File: config.mk
export PLATFORM = sky130hd
export DESIGN_NAME = alu_issue_seq
export DESIGN_NICKNAME = d
export VERILOG_FILES = /design/src/rtl/alu_issue_seq.sv
export SDC_FILE = /design/constraint.sdc
export NUM_CORES = 1
export LEC_CHECK = 0
export ABC_AREA = 1
export BUFFER_PORTS_ARGS = -buffer_cell sky130_fd_sc_hd__buf_4
export CAP_MARGIN = 20
export CORE_UTILIZATION = 50
export CTS_CLUSTER_SIZE = 16
export DETAILED_ROUTE_END_ITERATION = 10
export GPL_TIMING_DRIVEN = 0
export PLACE_DENSITY = 0.78
export SLEW_MARGIN = 10
export SYNTH_ARGS = -nofsm -noshare
export SYNTH_HDL_FRONTEND = slang
export SYNTH_SLANG_ARGS = --single-unit
File: constraint.sdc
create_clock -name CLK -period 7 [get_ports CLK]
set_input_delay 1.4 -clock CLK [delete_from_list [all_inputs] [get_ports CLK]]
set_output_delay 1.4 -clock CLK [all_outputs]
set_load 0.1 [all_outputs]
File: src/rtl/alu_issue_seq.sv
`timescale 1ns/1ps
// alu_issue_seq
// Command sequencer placed directly upstream of a 16-bit registered ALU.
// Commands are buffered in a small FIFO. Each one goes to the ALU as a
// one-cycle Enable pulse. The ALU's registered Results/CF are then
// captured, qualified per opcode, and returned over a response handshake.
//
// Ports
//   CLK, RST            clock (rising edge), synchronous active-high reset
//   cmd_valid/ready     command handshake; cmd_ready = FIFO not full
//   cmd_opcode/x/y      command payload
//   alu_enable          one-cycle issue pulse to the ALU
//   alu_opcode/x/y      operands held toward the ALU
//   alu_results/cf      registered ALU outputs
//   rsp_valid/ready     response handshake
//   rsp_result/cf/op    qualified response payload
//   busy                FSM not idle or FIFO non-empty
//   fifo_count          number of buffered commands
//   op_count            delivered responses, wraps modulo 2^CNT_W
module alu_issue_seq #(
  parameter int FIFO_DEPTH = 4,
  parameter int CNT_W      = 16
) (
  input  logic                          CLK,
  input  logic                          RST,
  input  logic                          cmd_valid,
  output logic                          cmd_ready,
  input  logic [2:0]                    cmd_opcode,
  input  logic [15:0]                   cmd_x,
  input  logic [15:0]                   cmd_y,
  output logic                          alu_enable,
  output logic [2:0]                    alu_opcode,
  output logic [15:0]                   alu_x,
  output logic [15:0]                   alu_y,
  input  logic [15:0]                   alu_results,
  input  logic                          alu_cf,
  output logic                          rsp_valid,
  input  logic                          rsp_ready,
  output logic [15:0]                   rsp_result,
  output logic                          rsp_cf,
  output logic [2:0]                    rsp_opcode,
  output logic                          busy,
  output logic [$clog2(FIFO_DEPTH):0]   fifo_count,
  output logic [CNT_W-1:0]              op_count
);

  localparam int PTR_W = $clog2(FIFO_DEPTH);
  localparam int ENT_W = 35;  // {opcode, x, y}
  localparam logic [PTR_W:0] DEPTH_C = (PTR_W+1)'(FIFO_DEPTH);

  typedef enum logic [1:0] {
    S_IDLE,
    S_ISSUE,
    S_CAPTURE,
    S_RESP
  } state_t;

  state_t state_q, state_d;

  // ---------------------------------------------------------------- FIFO
  logic [ENT_W-1:0] mem_q [FIFO_DEPTH];
  logic [PTR_W-1:0] wr_ptr_q, rd_ptr_q;
  logic [PTR_W:0]   count_q, count_d;
  logic             fifo_empty, fifo_full;
  logic             push, pop;
  logic [ENT_W-1:0] head;

  assign fifo_empty = (count_q == '0);
  assign fifo_full  = (count_q == DEPTH_C);
  // Ready depends only on registered occupancy, never on a same-cycle pop.
  assign cmd_ready  = !fifo_full;
  assign push       = cmd_valid && !fifo_full;
  assign head       = mem_q[rd_ptr_q];

  always_ff @(posedge CLK) begin
    if (push) begin
      mem_q[wr_ptr_q] <= {cmd_opcode, cmd_x, cmd_y};
    end
  end

  always_comb begin
    count_d = count_q;
    case ({push, pop})
      2'b10:   count_d = count_q + (PTR_W+1)'(1);
      2'b01:   count_d = count_q - (PTR_W+1)'(1);
      default: count_d = count_q;
    endcase
  end

  always_ff @(posedge CLK) begin
    if (RST) begin
      wr_ptr_q <= '0;
      rd_ptr_q <= '0;
      count_q  <= '0;
    end else begin
      // Pointers are PTR_W wide, so they wrap at FIFO_DEPTH naturally.
      if (push) wr_ptr_q <= wr_ptr_q + PTR_W'(1);
      if (pop)  rd_ptr_q <= rd_ptr_q + PTR_W'(1);
      count_q <= count_d;
    end
  end

  // ----------------------------------------------------------------- FSM
  logic capture;
  logic rsp_done;

  always_comb begin
    state_d  = state_q;
    pop      = 1'b0;
    capture  = 1'b0;
    rsp_done = 1'b0;
    case (state_q)
      S_IDLE: begin
        if (!fifo_empty) begin
          pop     = 1'b1;
          state_d = S_ISSUE;
        end
      end
      S_ISSUE: begin
        state_d = S_CAPTURE;
      end
      S_CAPTURE: begin
        capture = 1'b1;
        state_d = S_RESP;
      end
      S_RESP: begin
        if (rsp_ready) begin
          rsp_done = 1'b1;
          if (!fifo_empty) begin
            pop     = 1'b1;
            state_d = S_ISSUE;
          end else begin
            state_d = S_IDLE;
          end
        end
      end
      default: state_d = S_IDLE;
    endcase
  end

  always_ff @(posedge CLK) begin
    if (RST) state_q <= S_IDLE;
    else     state_q <= state_d;
  end

  // ------------------------------------------------------ ALU operand regs
  logic [2:0]  alu_opcode_q;
  logic [15:0] alu_x_q, alu_y_q;

  always_ff @(posedge CLK) begin
    if (RST) begin
      alu_opcode_q <= '0;
      alu_x_q      <= '0;
      alu_y_q      <= '0;
    end else if (pop) begin
      alu_opcode_q <= head[34:32];
      alu_x_q      <= head[31:16];
      alu_y_q      <= head[15:0];
    end
  end

  // ----------------------------------------------- result qualification
  // The ALU only drives CF for add (001/101) and compare (100); for the
  // logic ops CF is left stale and must be masked. NOP never samples the
  // ALU result at all.
  logic [15:0] qual_result;
  logic        qual_cf;

  always_comb begin
    qual_result = alu_results;
    qual_cf     = 1'b0;
    case (alu_opcode_q)
      3'b000: begin
        qual_result = '0;
        qual_cf     = 1'b0;
      end
      3'b001, 3'b101, 3'b100: begin
        qual_cf = alu_cf;
      end
      default: begin
        qual_cf = 1'b0;
      end
    endcase
  end

  logic [15:0]      rsp_result_q;
  logic             rsp_cf_q;
  logic [2:0]       rsp_opcode_q;
  logic [CNT_W-1:0] op_count_q;

  always_ff @(posedge CLK) begin
    if (RST) begin
      rsp_result_q <= '0;
      rsp_cf_q     <= 1'b0;
      rsp_opcode_q <= '0;
      op_count_q   <= '0;
    end else begin
      if (capture) begin
        rsp_result_q <= qual_result;
        rsp_cf_q     <= qual_cf;
        rsp_opcode_q <= alu_opcode_q;
      end
      if (rsp_done) op_count_q <= op_count_q + CNT_W'(1);
    end
  end

  // ------------------------------------------------------------- outputs
  assign alu_enable = (state_q == S_ISSUE);
  assign alu_opcode = alu_opcode_q;
  assign alu_x      = alu_x_q;
  assign alu_y      = alu_y_q;
  assign rsp_valid  = (state_q == S_RESP);
  assign rsp_result = rsp_result_q;
  assign rsp_cf     = rsp_cf_q;
  assign rsp_opcode = rsp_opcode_q;
  assign busy       = (state_q != S_IDLE) || !fifo_empty;
  assign fifo_count = count_q;
  assign op_count   = op_count_q;

endmodule

# After elaboration in Yosys (flattened, before gate mapping)
# Memories as Yosys holds them, arrays and structs flattened. A register that Yosys moved wholly into a read port is not among the register bits.
# Index checks and enable logic that the tools add are counted.
# totals
mem_bits_rw	140
n_memories	1
word_cells	51
register_bits	45
out_inout_bits	78
# op_classes
addsub	5
mux	15
eq_ne	11
reduce_logical	11
# mem_list
name	words	width	rd	rd_ports_with_merged_regs	wr	line	text
mem_q	4	35	1	1	1	61	logic [ENT_W-1:0] mem_q [FIFO_DEPTH];
# op_table
cell	count
$add 16x1->16 const B	1
$mux 16	1
$eq 3x3->1 const B	3
$mux 1	9
$pmux 2 s4	1
$eq 2x2->1 const B	3
$logic_not 3->1	2
$pmux 3 s2	1
$add 2x1->2 const B	2
$eq 2x1->1 const B	2
$mux 2	2
$reduce_bool 2->1	2
$add 3x1->3 const B	1
$eq 3x1->1 const B	1
$reduce_or 3->1	1
$sub 3x1->3 const B	1
$logic_not 1->1	2
$logic_not 2->1	1
$ne 2x1->1 const B	1
$ne 2x2->1 const B	1
$pmux 1 s2	1
$reduce_and 2->1	1
$logic_and 1x1->1	1
$logic_or 1x1->1	1

# Depth between registers and ports, before layout
# Gate-level depths: netlist (run 1).
# logic_depth
word_depth	6
ltp_mapped	14
mapped_depth_nobuf	13

# Worst setup path after synthesis (run 1)
# OpenSTA, ideal clock, no wires.
# synth_timing
path_type	register to register
start	register count_q[1], in the netlist fifo_count[1]
end	memory mem_q[0][0], enable pin
period_less_slack_ns	4.382
stages_incl_launch_ff	5
setup_slack_ns	2.618
required_ns	6.573
n_path_buf	0
arrival_time_ns	3.954
cell_sequence	dfxtp_1 inv_1 nand3_1 nand2_1 nor2_1
# synth_between
elab_chain_cells	5
# synth_rtl
element	line	text
from (decl)	63	logic [PTR_W:0] count_q, count_d;
from (signal assigned)	99	count_q <= count_d;
$eq 3x3->1	69	assign fifo_full = (count_q == DEPTH_C);
$logic_not 1->1	-	
net cmd_ready	27	output logic cmd_ready,
$logic_and 1x1->1	72	assign push = cmd_valid && !fifo_full;
$mux 1	76	if (push) begin
$mux 1 (not written as such)	77	mem_q[wr_ptr_q] <= {cmd_opcode, cmd_x, cmd_y};
to (decl)	61	
# The timed path passes the listed nets, and every way through them passes these cells.

# Worst setup path after layout (run 1)
# layout_timing
start	register state_q[0]
end	output busy
# layout_between
elab_chain_cells	2
# layout_rtl
element	line	text
from (decl)	58	state_t state_q, state_d;
from (signal assigned)	143	else state_q <= state_d;
$reduce_bool 2->1	216	assign busy = (state_q != S_IDLE) || !fifo_empty;
$logic_or 1x1->1	216	
to (decl)	42	output logic busy,
# Every way passes these cells.

==> flow_summary.ini, run 1 <==
[sta]
clock_skew_ps = 10.9
hold_viol = 0
grt_setup_unrepaired = no
finalCritPeriodShare_pct = 44.9
tightestPinTransition_ps = 619
setup_viol = 0
tns_ps = 0
max_slew_margin_pct = 58.6
max_freq_ghz = 0.318
slew_violations = 0
post-route-min-period_ps = 3140

[synthesis]
ys_seq_elements = 220
synth_top_cell_by_area = edfxtp_1
synth_area_leaders = edfxtp_1 (49%), dfxtp_1 (19%), nor2_1 (11%), o21ai_0 (6.7%), nand2_1 (3.6%)
seq_area_frac_synth_pct = 67.3
synth_top_area_share_pct = 48.8
synth_top_flop_cell = edfxtp_1
syn_nets = 904
ys_types = 33
synth_cells = 836
syn_avg_cell_area_um2 = 10.3
synth_common_cells = nor2_1 (243), edfxtp_1 (140), o21ai_0 (115)
yosysWarnings = 0
async_flop_share_pct = 0
synth-edff-count = 140
yosysMostFrequentCell = nor2_1
syn_area_um2 = 8620

[power_and_ir_drop]
max-vdd-ir-drop_mv = 0.402
pwr_density_cell_nw_per_um2 = 485
power.share.combinational_pct = 42.3
leakagePower_nw = 4.42
p_seq_share_pct = 32.3
internal-power_mw = 2.95
switchingPower_mw = 2.32
p_clk_share_pct = 25.4
switching_share_pct = 44.1

[setup_path]
cp-start-kind = flip-flop
rrSetupSlack_ps = 4530
critPathSlowestCell = dfxtp_1
cp_cell_sequence = inv_1 > ha_1 > nand4_1 > buf_4
cp_top_family = buffers and inverters
end_kind = output pin
path_buf_inv = 2
cp_data_arrival_time_ps = 1740
worst-setup-path-type = flip-flop to output pin
cp.required_ps = 5600
critPathMaxFanout = 5
cp_slowest_stage_delay_ps = 400

[global_route]
grt_pass1_vias = 6120
grt_overflow = 0
antenna_found_initial = 0
grt_max_degree = 24
grt_pass1_wl_mm = 31.2
grt_usage_pct = 22.4

[drt]
drtPass1Iterations = 5
vias = 6414
viasPerCell = 5.19
ant_nets = 0
drc = 0
drt-total-wl_mm = 19.7
initialDrtViolationCount = 464
wl_per_cell_um = 16.0

[floorplanning]
start_util_pct = 51.6
num_rows = 47
die_area_um2 = 17800
coreArea_um2 = 16700
dieWidth_um = 133
die_h_um = 133
pin_count = 134

[placed_design]
detailed_place_hpwl_mm = 12.9
gp_congestion = 0.807
port_buffers = 133
place_area_um2 = 10000

[clock_tree]
clk_pin_slew_ps = 60
cts_buffers = 23
post_cts_buffers = 0
htreeDepth = 1
clock-root-buffer = clkbuf_16
cts_resized = 0
cts_tree = done
clock_path_buffers = 3
cts.sinks = 220
hold_buffers = 0
clk-insertion-delay-late_ps = 530

[min_path]
hold_class = flip-flop to flip-flop

[layout]
syn2layout_area_growth_pct = 25.9
post-route-cell-area_um2 = 10900
regArea_um2 = 5810
fillers = 1317
fin_nets = 1066
antenna_cells = 0
multi_input_area_um2 = 2480
drive_above_1_share_pct = 21.3

[outcome]
status = complete, no violations

[flow_run]
cap_violations = 0
## cells by family after synthesis
family          share of synthesized area [%]
buf+inv                                  4.19
simple gates                             16.1
compound gates                           10.5
fa+ha+maj                                1.83
flops                                    67.3
xor+xnor                                0.102
## power by group through the flow
stage                     clock network, mW  registers, mW  logic (mW)
after global placement                    0           1.73        2.17
after detailed placement                  0           1.73        2.23
after floorplan                           0           2.61       0.802
after global routing                   1.40           1.72        2.38
after CTS                              1.35           1.70        2.24
final                                  1.34           1.70        2.23
## layout make-up
type	count	share of cell area (%)
plain buffers	42	2.13
inverters	34	1.20
multi-input cells	540	22.9
clock inverters	15	2.21
well taps	220	2.54
repair buffers	137	10.1
clock buffers	27	5.44
flip-flops and latches	220	53.5
## worst reg2reg max path: cells and delay by family (launching register included)
| kind | cells | cell delay, ps |
|---|---|---|
| simple gates | 3 | 350 |
| fa+ha+maj | 3 | 800 |
| buf+inv | 3 | 360 |
| flops | 1 | 400 |
| compound gates | 4 | 450 |
## final timing paths
check                                start            end  depth (start not counted)
worst max-delay path            state_q[0]           busy                          4
worst min-delay path                rsp_cf         rsp_cf                          2
worst max register to register  state_q[0]  fifo_count[2]                         13
worst min register to register      rsp_cf         rsp_cf                          2
## metal layers
metal	vias up	routed length [µm]	global-route usage, %	part of all wire, %
met5	-	0	0	0
met4	0	405	6.82	2.1
met3	36	1450	4.11	7.4
met2	242	9650	38.7	49
met1	2985	8230	28.7	42
li1	3151	-	-	-
## flip-flops by register name (all words and copies together), names as in the netlist
signal and cells:
rsp_cf 1, state_q 2, rsp_opcode 3, alu_opcode 3, alu_x 16, op_count 16
fifo_count 3, rsp_result 16, alu_y 16, rd_ptr_q 2, wr_ptr_q 2, mem_q 140
## placed cells by master, fill, tap and decap left out, types with 8 or more instances in the layout
| cell type | n |
|---|---|
| dfxtp_1 | 80 |
| buf_4 | 133 |
| nand2_1 | 83 |
| clkbuf_1 | 16 |
| inv_1 | 30 |
| buf_2 | 19 |
| ha_1 | 11 |
| o21ai_1 | 22 |
| edfxtp_1 | 140 |
| a21oi_1 | 37 |
| o21ai_0 | 115 |
| nor2_1 | 239 |
| clkbuf_16 | 23 |
| nand3_1 | 8 |
## per-stage QoR
step | setup WS, ps | hold WS (ps) | utilization (%) | power, mW | cells
after global routing | 3780 | 491 | 65.0 | 5.50 | 1235
after global placement | 2280 | 459 | 59.2 | 3.90 | 1189
after CTS | 3860 | 476 | 65.0 | 5.28 | 1235
final | 3860 | 485 | 65.0 | 5.27 | 1235
after detailed placement | 3730 | 468 | 60.0 | 3.95 | 1193
after floorplan | 2620 | 485 | - | 3.41 | 836
Power figures use the tool's default switching activity.
==> run 2, diff against run 1 <==
==> constraint.sdc (replaced) <==
create_clock -name CLK -period 2.9 [get_ports CLK]
set_input_delay 0.58 -clock CLK [delete_from_list [all_inputs] [get_ports CLK]]
set_output_delay 0.58 -clock CLK [all_outputs]
set_load 0.1 [all_outputs]
==> run 2 against run 1 <==
Compared with the run above: via count down 1.7%; design area down 0.54%; worst hold slack worse by 230 ps; non-clock buffer count unchanged; wire length down 2.2%; combinational power up 140%; sequential share of layout area up 0.31 points; clock power up 110%; sequential power up 140%; clock skew up 9.8 ps; cell count unchanged; critical path type is now flip-flop to flip-flop.
==> flow_summary.ini, run 2 (synthesis gave the netlist of run 1 again) <==
[clock_tree]
clock-root-buffer = clkbuf_16
cts_tree = done
clk_pin_slew_ps = 70
htreeDepth = 1
cts.sinks = 220
cts_buffers = 23
post_cts_buffers = 0
clk-insertion-delay-late_ps = 520
clock_path_buffers = 3
hold_buffers = 0
cts_resized = 0

[setup_path]
worst-setup-path-type = flip-flop to flip-flop
end_kind = flip-flop
critPathMaxFanout = 10
cp-start-kind = flip-flop
cp_data_arrival_time_ps = 2920
reg2reg_depth = 13
cp.required_ps = 3300

[min_path]
holdPathStages = 1
hold_class = primary input to flip-flop

[layout]
top_register = mem_q
layout_common_cells = nor2_1 (239), edfxtp_1 (140), buf_4 (133)
drive_above_1_share_pct = 21.7
antenna_cells = 0
fin_nets = 1066
largest_reg_flops = 140
syn2layout_area_growth_pct = 25.2
post-route-cell-area_um2 = 10800
final_common_cell = nor2_1

[floorplanning]
dieWidth_um = 133
start_util_pct = 51.6
die_area_um2 = 17800
die_h_um = 133
coreArea_um2 = 16700
num_rows = 47
pin_count = 134

[sta]
max_slew_margin_pct = 57.8
tightestPinTransition_ps = 631
slew_violations = 0
finalCritPeriodShare_pct = 86.9
hold_viol = 0
clock_skew_ps = 20.7
setup_viol = 0
grt_setup_unrepaired = no
max_freq_ghz = 0.397
tns_ps = 0
post-route-min-period_ps = 2520

[drt]
viasPerCell = 5.11
drt-total-wl_mm = 19.3
vias = 6305
drtPass1Iterations = 4
drc = 0
initialDrtViolationCount = 347
wl_per_cell_um = 15.6
ant_nets = 0

[power_and_ir_drop]
pwr_density_cell_nw_per_um2 = 1140
power.total_mw = 12.3
leakagePower_nw = 4.37
max-vdd-ir-drop_mv = 0.825

[outcome]
status = complete, no violations

[placed_design]
gp_congestion = 0.822
port_buffers = 133
place_area_um2 = 9940
detailed_place_hpwl_mm = 12.3

[global_route]
antenna_found_initial = 0
grt_overflow = 0
grt_pass1_vias = 5909
grt_pass1_wl_mm = 29.8
grt_max_degree = 36
grt_usage_pct = 21.5

[flow_run]
cap_violations = 0
[run 2: changes by cell type in the layout (fill, tap and decap cells not counted), sizes merged]
cell / previous run / this run
bufinv: 6 / 1
clkbuf: 43 / 46
clkinvlp: 0 / 3
clkinv: 8 / 7
[run 2: final timing paths]
path / from / endpoint / slack, ps
worst max-delay path: state_q[0] / fifo_count[2] / 380
worst min-delay path: cmd_y[8] / mem_q[0][8] / 250
worst max register to register: state_q[0] / fifo_count[2] / 380
worst min register to register: rsp_cf / rsp_cf / 480
[run 2: through the flow]
| step | utilization, % | setup slack (ps) | std cells | hold WS (ps) |
|---|---|---|---|---|
| floorplan | - | 155 | 836 | 487 |
| global placement | 59.5 | 472 | 1189 | 461 |
| detailed placement | 59.5 | 397 | 1189 | 464 |
| CTS | 64.0 | 382 | 1231 | 239 |
| global route | 64.6 | 241 | 1235 | 241 |
| finish | 64.6 | 380 | 1235 | 254 |
[run 2: power by group]
group	leakage, nW	total, mW	switching [mW]	internal [mW]
clock network	0.351	2.84	1.22	1.62
registers	1.94	4.11	0.230	3.88
logic	2.08	5.40	4.15	1.25
total	4.37	12.3	5.60	6.75
[run 2: critical path: stages (launching register included)]
cell     delay [ps]
dfxtp_1         400
inv_1           110
ha_1            320
inv_1           100
nand3_4         100
inv_4           140
buf_6           160
ha_1            140
inv_1            70
fa_1            380
a21oi_1         150
o21ai_0         120
o21ai_0         180
a21oi_1          50
[run 2: metal layers]
| metal | global-route usage, % | vias up | part of all wire (%) |
|---|---|---|---|
| li1 | - | 3140 | - |
| met3 | 4.49 | 36 | 8.0 |
| met2 | 37.2 | 245 | 48 |
| met5 | 0 | - | 0 |
| met1 | 26.7 | 2884 | 41 |
| met4 | 7.95 | 0 | 2.9 |
[run 2: layout make-up]
cell class / count / area (µm²)
multi-input combinational: 540 / 2500
fill: 1295 / 5910
buffer: 42 / 231
inverter: 34 / 130
timing repair buffer: 137 / 1110
sequential: 220 / 5810
tap: 220 / 275
clock inverter: 12 / 115
clock buffer: 30 / 622
